File: config.mk
export PLATFORM = sky130hd
export DESIGN_NAME = redmule_cfg_slave
export DESIGN_NICKNAME = d
export VERILOG_FILES = /design/src/rtl/redmule_cfg_slave.sv
export SDC_FILE = /design/constraint.sdc
export NUM_CORES = 1
export LEC_CHECK = 0
export ABC_AREA = 0
export ABC_CLOCK_PERIOD_IN_PS = 1470
export CAP_MARGIN = 25
export CORE_ASPECT_RATIO = 1.4
export CORE_UTILIZATION = 49
export CTS_BUF_LIST = sky130_fd_sc_hd__clkbuf_4 sky130_fd_sc_hd__clkbuf_8
export CTS_CLUSTER_SIZE = 20
export DETAILED_ROUTE_END_ITERATION = 8
export PLACE_DENSITY_LB_ADDON = 0.12
export SETUP_SLACK_MARGIN = 0.2
export SKIP_CTS_REPAIR_TIMING = 1
export SLEW_MARGIN = 15
export SYNTH_ARGS = -nofsm -noshare
export SYNTH_HDL_FRONTEND = slang
export SYNTH_SLANG_ARGS = --single-unit
File: constraint.sdc
create_clock -name clk_i -period 1.47 [get_ports clk_i]
set_input_delay 0.147 -clock clk_i [delete_from_list [all_inputs] [get_ports clk_i]]
set_output_delay 0.147 -clock clk_i [all_outputs]
set_load 0.05 [all_outputs]
File: src/rtl/redmule_cfg_slave.sv
// Configuration slave for the RedMulE engine: staged job registers, trigger/commit, and status.
// Define REDMULE_CFG_READBACK_EN to make STAGE registers readable.
module redmule_cfg_slave #(
  parameter int unsigned NumCfgRegs = 6,
  parameter int unsigned DataWidth  = 32,
  parameter int unsigned IdWidth    = 1
) (
  input  logic                            clk_i,
  input  logic                            rst_ni,
  input  logic                            clear_i,
  input  logic                            req_i,
  input  logic                            wen_i,
  input  logic [DataWidth/8-1:0]          be_i,
  input  logic [31:0]                     add_i,
  input  logic [DataWidth-1:0]            data_i,
  input  logic [IdWidth-1:0]              id_i,
  output logic                            gnt_o,
  output logic                            r_valid_o,
  output logic [DataWidth-1:0]            r_data_o,
  output logic [IdWidth-1:0]              r_id_o,
  output logic                            cfg_complete_o,
  output logic [NumCfgRegs*DataWidth-1:0] job_regs_o,
  output logic                            job_valid_o,
  input  logic                            job_ready_i,
  input  logic                            busy_i
);

  localparam int unsigned NumBytes = DataWidth / 8;

  logic [NumCfgRegs*DataWidth-1:0] stage_q;
  logic [NumCfgRegs*DataWidth-1:0] job_regs_q;
  logic [NumCfgRegs-1:0]           mask_q;
  logic [NumCfgRegs-1:0]           stage_sel;
  logic                            job_valid_q;
  logic                            err_q;
  logic                            r_valid_q;
  logic [DataWidth-1:0]            r_data_q;
  logic [IdWidth-1:0]              r_id_q;

  logic is_trig, is_status, stall, do_write, do_read, commit, trig_err;
  logic [DataWidth-1:0] rdata;

  always_comb begin
    stage_sel = '0;
    for (int unsigned i = 0; i < NumCfgRegs; i++) begin
      stage_sel[i] = (add_i == 32'h40 + 32'(4 * i));
    end
  end

  assign is_trig        = (add_i == 32'h0);
  assign is_status      = (add_i == 32'h4);
  assign cfg_complete_o = &mask_q;

  // A trigger cannot be accepted while the engine still owes us a handshake.
  assign stall    = req_i & ~wen_i & is_trig & job_valid_q & ~job_ready_i;
  assign gnt_o    = req_i & ~stall;
  assign do_write = gnt_o & ~wen_i;
  assign do_read  = gnt_o & wen_i;
  assign commit   = do_write & is_trig & cfg_complete_o;
  assign trig_err = do_write & is_trig & ~cfg_complete_o;

  always_comb begin
    rdata = '0;
    if (do_read) begin
      if (is_status) begin
        rdata[0]              = job_valid_q;
        rdata[1]              = busy_i;
        rdata[2]              = err_q;
        rdata[8 +: NumCfgRegs] = mask_q;
      end
`ifdef REDMULE_CFG_READBACK_EN
      for (int unsigned i = 0; i < NumCfgRegs; i++) begin
        if (stage_sel[i]) rdata = stage_q[i*DataWidth +: DataWidth];
      end
`endif
    end
  end

  always_ff @(posedge clk_i or negedge rst_ni) begin
    if (!rst_ni) begin
      stage_q     <= '0;
      job_regs_q  <= '0;
      mask_q      <= '0;
      job_valid_q <= 1'b0;
      err_q       <= 1'b0;
      r_valid_q   <= 1'b0;
      r_data_q    <= '0;
      r_id_q      <= '0;
    end else if (clear_i) begin
      stage_q     <= '0;
      job_regs_q  <= '0;
      mask_q      <= '0;
      job_valid_q <= 1'b0;
      err_q       <= 1'b0;
      r_valid_q   <= 1'b0;
      r_data_q    <= '0;
      r_id_q      <= '0;
    end else begin
      r_valid_q <= gnt_o;
      if (gnt_o) begin
        r_data_q <= rdata;
        r_id_q   <= id_i;
      end
      for (int unsigned i = 0; i < NumCfgRegs; i++) begin
        if (do_write && stage_sel[i]) begin
          mask_q[i] <= 1'b1;
          for (int unsigned b = 0; b < NumBytes; b++) begin
            if (be_i[b]) stage_q[i*DataWidth + b*8 +: 8] <= data_i[b*8 +: 8];
          end
        end
      end
      // Commit takes priority over the engine handshake in the same cycle.
      if (commit) begin
        job_regs_q  <= stage_q;
        job_valid_q <= 1'b1;
        mask_q      <= '0;
      end else if (job_valid_q && job_ready_i) begin
        job_valid_q <= 1'b0;
      end
      if (trig_err) begin
        err_q <= 1'b1;
      end else if (do_read && is_status) begin
        err_q <= 1'b0;
      end
    end
  end

  assign r_valid_o   = r_valid_q;
  assign r_data_o    = r_data_q;
  assign r_id_o      = r_id_q;
  assign job_regs_o  = job_regs_q;
  assign job_valid_o = job_valid_q;

endmodule

# After elaboration in Yosys (flattened, before gate mapping)
# Index checks and enable logic that the tools add are counted.
# classes
n_mux,36
n_reduce_logical,54
eq_ne,7
n_bitwise,14
# ops
cell,n
192-bit 2-to-1 mux,3
32-bit 2-to-1 mux,8
"32-bit by 7-bit == test with 1-bit output, second input constant",6
2-bit AND reduction,24
"32-bit by 3-bit == test with 1-bit output, second input constant",1
32-bit zero test,1
8-bit 2-to-1 mux,4
6-bit 2-to-1 mux,4
2-bit nonzero test,12
3-bit nonzero test,8
1-bit 2-to-1 mux,15
1-bit AND,10
1-bit logical AND,8
3-bit 2-to-1 mux,2
6-bit AND reduction,1
1-bit NOT,4
# totals
register_bits,426
wordCells,147

# Depth between registers and ports, before layout
# Gate-level depths: netlist (run 1).
# depth
depth_word,12
depth_mapped,8
mapped_depth_nobuf,4

# Least setup slack after synthesis (run 1)
# OpenSTA, ideal clock, no wires.
# synth_timing
kind,reg2reg
startpoint,reg job_valid_q (netlist: job_valid_o)
endpoint,reg r_valid_q (netlist: r_valid_o)
stages_incl_launch_ff,5
arrival_ns,1.748
required_time_ns,1.351
synth_period_minus_slack_ns,1.867
slack_ns,-0.397
path_cell_list,dfrtp_1 > nor3b_1 > nand3_1 > o31a_1 > and2_1
# synth_between
elab_chain_cells,5
# synth_rtl
item,line,source
start: declaration,34,logic job_valid_q;
start signal: assignment,84,job_valid_q <= 1'b0;
start signal: assignment,93,job_valid_q <= 1'b0;
start signal: assignment,115,job_valid_q <= 1'b1;
1-bit AND (2 in a row),55,assign stall = req_i & ~wen_i & is_trig & job_valid_q & ~job_ready_i;
1-bit NOT,56,assign gnt_o = req_i & ~stall;
1-bit AND,56,
net gnt_o,17,"output logic gnt_o,"
1-bit 2-to-1 mux,89,end else if (clear_i) begin
end signal: assignment,99,r_valid_q <= gnt_o;
end: declaration,36,logic r_valid_q;
# The timed path passes the listed nets, and every way through them passes these cells.
# A chain may end at the register's enable or synchronous reset.

# Worst setup path after layout (run 1)
# layout_timing
startpoint,reg job_valid_q (netlist: job_valid_o)
endpoint,out gnt_o
# layout_between
elab_chain_cells,4
# layout_rtl
item,line
1-bit AND (2 in a row),55
1-bit NOT,56
1-bit AND,56
end: declaration,17
# Every way passes these cells.

==> impl_results.md, run 1 <==
* Status: finished with violations
* Violated checks: negative setup slack
* Cell row count at 80
* Ranking of synthesized cells by area: dfrtp_1, mux2i_1, nand2_1
* CP max FO at 3
* Syn Inst Count at 1411
* Final setup margin at -0.419 ns
* Die width at about 160 microns
* Final non-filler cell total at 2461
* Crit path time final at around 1.9 ns
* Cell variety after synth at 42
* Max Cap Viol at 0
* Tcrit/Tclk final at 129%
* Synthesis-stage register bit count at 403
* Worst min-delay path category: in -> async
* Vias in the first global route at 12800
* Register area share after synthesis at 59.2%
* H-tree depth at 2
* Post-Place Setup Slack at -0.814 ns
* Vias per cell at roughly 5.2
* Gpl congestion at 0.896
* Initial antenna violation count at 2
* Clock sink count at 403
* EDFF count, synth at 0
* Setup TNS at -68.79 ns
* Fillers at 2248
* Chip height at 223 microns
* Skew final at between 0.01 and 0.015 ns
* Final Routed Wirelength at 51100 microns
* Slew Limit Fails at 0
* Arr. time, crit path at about 1.7 ns
* Commonest non-fill, non-tap cell in the layout: nand2_1
* Leading area contributor after synthesis: dfrtp_1
* Root Buffer: clkbuf_8
* Gr ovfl total at 0
* Maximum vdd drop at 0.744 mV
* Mapped Area at 17000 sq um
* Syn-to-layout area delta at 48.5%
* Port bufs at 281
* Drt pass-1 iters at 5
* Detailed-route wire length per cell at 20.8 microns
* RR Startpoint: mask_q[3]$_DFFE_PN0P_
* Final nets at 2043
* Worst flop-to-flop path endpoint: job_regs_o[14]$_DFFE_PN0P_
* Cells after DPL at ~2200
* Design area at between 20000 and 30000 sq um
* Largest net degree at the start of global routing at 74
* Mean Syn Cell Area at between 10 and 15 sq um
* Pleak at 0.0128 uW
* Crit path required time at 1.32 ns
* Core Region at 34100 sq um
* Initial Util at 49.9%
* DRC Markers at 0
* Critical path class: reg -> out
* Die area at approximately 36000 sq um
* Fraction of layout cells with a size suffix above 1 at 33.7%
* Worst Reg-to-Reg Cells at 6
* Async SR Flop Fraction at 100%
* Clock Path Buffers at 3
* CP Capture Type: output pin
* Top-area cell type share of the netlist area at 59.2%
* Final setup vio count at 211
* First-pass GRT wire length at 71500 microns
* Clock-pin slew on the worst setup and hold paths at 0.07 ns
* Power Density at 856 nW/um^2
* Hpwl dp at 32400 microns
* Final Hold Fails at 0
* Ys flop type: dfrtp_1
* Crit start category: flip-flop
* Iteration-0 DRC Markers at 715
* Clk_lat worst skew at between 0.6 and 0.7 ns
* YS warnings at 0
* I/O pin cnt at around 310
* RSZ-0062 raised after global routing: yes
* Area after DPL at 22000 sq um
* Most frequent cells in the layout: nand2_1, dfrtp_1, mux2i_1
* CTS tree: done
* Design Power at roughly 22000 uW
* Vias at about 13000
* Total GRT Usage at 26.0%
* TritonCTS Buffers at just under 60
* Routed Antenna Nets at 0
* R2r setup slk at -0.42 ns
* Max Clk Rate at 0.529 GHz
## through the flow
stage	util, %	hold WS, ns
finish	74.2	0.0284
global route	74.2	0.0358
CTS	67.9	-0.603
detailed placement	64.4	0.0718
global placement	64.4	0.0732
floorplan	-	-0.149
## sequential cells by signal, indices dropped and copies added (netlist names)
signal	cells
err_q	1
job_regs_o	192
job_valid_o	1
mask_q	6
r_data_o	9
r_id_o	1
r_valid_o	1
stage_q	192
## power breakdown
part           internal [uW]  leakage (uW)  total [uW]  switching [uW]
Combinational            502       0.00650        1390             892
Sequential             11100       0.00563       11100            4.21
Clock                   4900      0.000645        9180            4280
## area by class of cell
cell class	count	area [sq um]	share of cell area, %
Sequential cell	403	10100	39.8
Timing Repair Buffer	573	6750	26.7
Multi-Input combinational cell	929	6700	26.5
Clock buffer	86	1090	4.30
Tap cell	451	564	2.23
Clock inverter	15	103	0.405
Inverter	1	11.3	0.0445
Antenna cell	3	7.51	0.0297
## worst max-delay path, cell delays in order (launching register included)
cell	delay (ns)
dfrtp_2	0.38
nor3b_2	0.18
nand3_2	0.12
o31a_4	0.30
buf_8	0.15
## worst max path at each step
stage                            startpoint                     endpoint  slack (ns)  depth (start not counted)
floorplan                         add_i[19]  job_regs_o[119]$_DFFE_PN0P_       -0.33                          8
global placement                   add_i[5]  job_regs_o[150]$_DFFE_PN0P_       -0.82                          7
detailed placement                add_i[18]      stage_q[39]$_DFFE_PN0P_       -0.81                          7
CTS                               add_i[18]                        gnt_o       -0.73                          6
global route          mask_q[2]$_DFFE_PN0P_  job_regs_o[181]$_DFFE_PN0P_       -0.50                          8
finish              job_valid_o$_DFFE_PN0P_                        gnt_o       -0.42                          4
## Yosys cell counts (6+ instances only)
master,number
nand2_1,422
dfrtp_1,403
mux2i_1,384
clkbuf_1,49
buf_4,31
buf_2,14
nor3_4,14
a22o_1,9
nand4_1,8
and4_1,7
nand3_1,7
a31oi_1,6
nor3_1,6
## per-layer routing
metal	up-vias	track usage [%]	routed length (microns)
li1	5876	-	-
met1	6472	30.5	19000
met2	360	46.5	27300
met3	128	5.34	2570
met4	0	9.80	2220
met5	-	0	0
## cells by family (layout without fill, tap and decap cells)
logic type | after synthesis | in the layout | synth area share [%]
AND/OR/NAND/NOR | 500 | 500 | 13.6
flip-flops | 403 | 403 | 59.2
multiplexers | 384 | 384 | 22.5
buffers and inverters | 101 | 675 | 3.55
AO/OA/AOI/OAI | 22 | 22 | 1.10
other | 1 | 26 | 0.0220
Note: power is estimated with default switching activity, not from simulation.
==> run 2, diff against run 1 <==
Settings changed: CELL_PAD_IN_SITES_DETAIL_PLACEMENT set to 1, CELL_PAD_IN_SITES_GLOBAL_PLACEMENT set to 1, CORE_UTILIZATION 49 to 39.
==> run 2 against run 1 <==
Net effect:
- the flow still finishes with violations (negative setup slack)
- clock skew grew 0.020 ns
- maximum frequency shrank 4.5%
- first-iteration DRC count is 16% lower
- critical endpoint unchanged
- highest routed layer unchanged
==> impl_results.md, run 2 (synthesis results as in run 1) <==
* Clock sink count at 403 (unchanged)
* Detailed-route wire length per cell at 21.7 microns (was 20.8 microns)
* Crit path max-delay family: flip-flops (unchanged)
* Die width at 179 microns (was 160 microns)
* Iteration-0 DRC Markers at 602 (was 715)
* CP max stage cell: dfrtp_2 (unchanged)
* Core Region at 43100 sq um (was 34100 sq um)
* TritonCTS Buffers at 67 (was 59)
* Max Cap Viol at 0 (unchanged)
* CP peak stage delay at 0.40 ns (was 0.38 ns)
* Drt pass-1 iters at 4 (was 5)
* Post-Route Utilization at 57.4% (was 74.2%)
* Final setup vio count at 218 (was 211)
* Max Clk Rate at 0.505 GHz (was 0.529 GHz)
* Clk_lat worst skew at 0.61 ns (about the same)
* Design Power at 23400 uW (was 21700 uW)
* Final Hold Fails at 0 (unchanged)
* Final hold slack at 0.0352 ns (was 0.0284 ns)
* Root Buffer: clkbuf_8 (unchanged)
* Crit path time final at 1.98 ns (was 1.89 ns)
* Gpl congestion at 0.852 (was 0.896)
* Tcrit/Tclk final at 135% (was 129%)
* CP max FO at 3 (unchanged)
* RSZ-0062 raised after global routing: yes (unchanged)
* CP Capture Type: output pin (unchanged)
* Arr. time, crit path at 1.83 ns (was 1.74 ns)
* Top routing layer used: met4 (unchanged)
* Syn-to-layout area delta at 45.3% (was 48.5%)
* R2r setup slk at -0.46 ns (was -0.42 ns)
* H-tree depth at 3 (was 2)
* Status: finished with violations (unchanged)
* Clock-pin slew on the worst setup and hold paths at 0.06 ns (was 0.07 ns)
* Post-Place Setup Slack at -0.911 ns (was -0.814 ns)
* CTS tree: done (unchanged)
* Die area at 44600 sq um (was 35600 sq um)
* DR WL met2 at 29400 microns (was 27300 microns)
* Largest net degree at the start of global routing at 64 (was 74)
* Setup TNS at -65.75 ns (was -68.79 ns)
* Pleak at 0.0124 uW (was 0.0128 uW)
* Port bufs at 281 (unchanged)
* DRT met1 WL at 20400 microns (was 19000 microns)
* Initial Util at 39.5% (was 49.9%)
* Final Routed Wirelength at 54000 microns (was 51100 microns)
* Vias at 12500 (was 12800)
* First-pass GRT wire length at 79500 microns (was 71500 microns)
* Chip height at 249 microns (was 223 microns)
* DRC Markers at 0 (unchanged)
* Maximum vdd drop at 0.700 mV (was 0.744 mV)
* Most frequent cells in the layout: nand2_1, dfrtp_1, mux2i_1 (unchanged)
* Vias per cell at 5.02 (was 5.22)
* I/O pin cnt at 305 (unchanged)
* Gr ovfl total at 0 (unchanged)
* Slew Limit Fails at 0 (unchanged)
* Fraction of layout cells with a size suffix above 1 at 30.5% (was 33.7%)
* Clock Path Buffers at 3 (unchanged)
* Commonest non-fill, non-tap cell in the layout: nand2_1 (unchanged)
* Worst-path cell chain: nor3b_4 -> nand3_2 -> o31a_2 -> buf_6 (was nor3b_2 -> nand3_2 -> o31a_4 -> buf_8)
* Crit start category: flip-flop (unchanged)
* Vias in the first global route at 13400 (was 12800)
* Crit path required time at 1.32 ns (about the same)
* CP Buf/Inv Count at 1 (unchanged)
* Final setup margin at -0.508 ns (was -0.419 ns)
* Routed Antenna Nets at 0 (unchanged)
* Power Density at 944 nW/um^2 (was 856 nW/um^2)
* Cell row count at 90 (was 80)
* Skew final at 0.0311 ns (was 0.0112 ns)
* Metal3 WL at 2280 microns (was 2570 microns)
* Violated checks: negative setup slack (unchanged)
* Total GRT Usage at 23.6% (was 26.0%)
* Final nets at 1962 (was 2043)
* Worst min-delay path category: in -> async (unchanged)
* Hpwl dp at 36700 microns (was 32400 microns)
* Critical path class: reg -> out (unchanged)
* Initial antenna violation count at 1 (was 2)
==> run 2: layout make-up <==
cell class,instances,area (sq um)
clock inverters,14,160
multi-input cells,929,6690
diodes,1,2.50
repair buffers,484,5800
flip-flops and latches,403,10100
fillers,4394,18400
well taps,552,691
clock buffers,104,1330
inverters,1,11.3
==> run 2: metrics by stage <==
stage                     cells  area, sq um
after global routing       2488        24800
after CTS                  2455        23900
after global placement     2337        22400
after floorplan            1433        17300
after detailed placement   2337        22400
final                      2488        24800
==> run 2: worst paths after layout <==
| path | to | from | depth (start not counted) |
|---|---|---|---|
| max in group asynchronous | job_regs_o[104]$_DFFE_PN0P_ | rst_ni | 3 |
| hold reg to reg | r_data_o[1]$_DFFE_PN0P_ | r_data_o[1]$_DFFE_PN0P_ | 1 |
| setup / recovery | gnt_o | job_valid_o$_DFFE_PN0P_ | 4 |
| min in group clk_i | r_data_o[1]$_DFFE_PN0P_ | busy_i | 2 |
| setup reg to reg | job_regs_o[163]$_DFFE_PN0P_ | mask_q[2]$_DFFE_PN0P_ | 7 |
| hold / removal | job_regs_o[27]$_DFFE_PN0P_ | rst_ni | 2 |
==> run 2: routing by layer <==
layer	vias up	track usage (%)
met4	0	9.83
met3	105	4.63
met1	6384	27.2
li1	5704	-
met5	-	0
met2	304	42.0
==> run 2: power breakdown <==
part,internal (uW),switching [uW]
Sequential,11100,2.36
Combinational,501,888
Clock,6280,4610
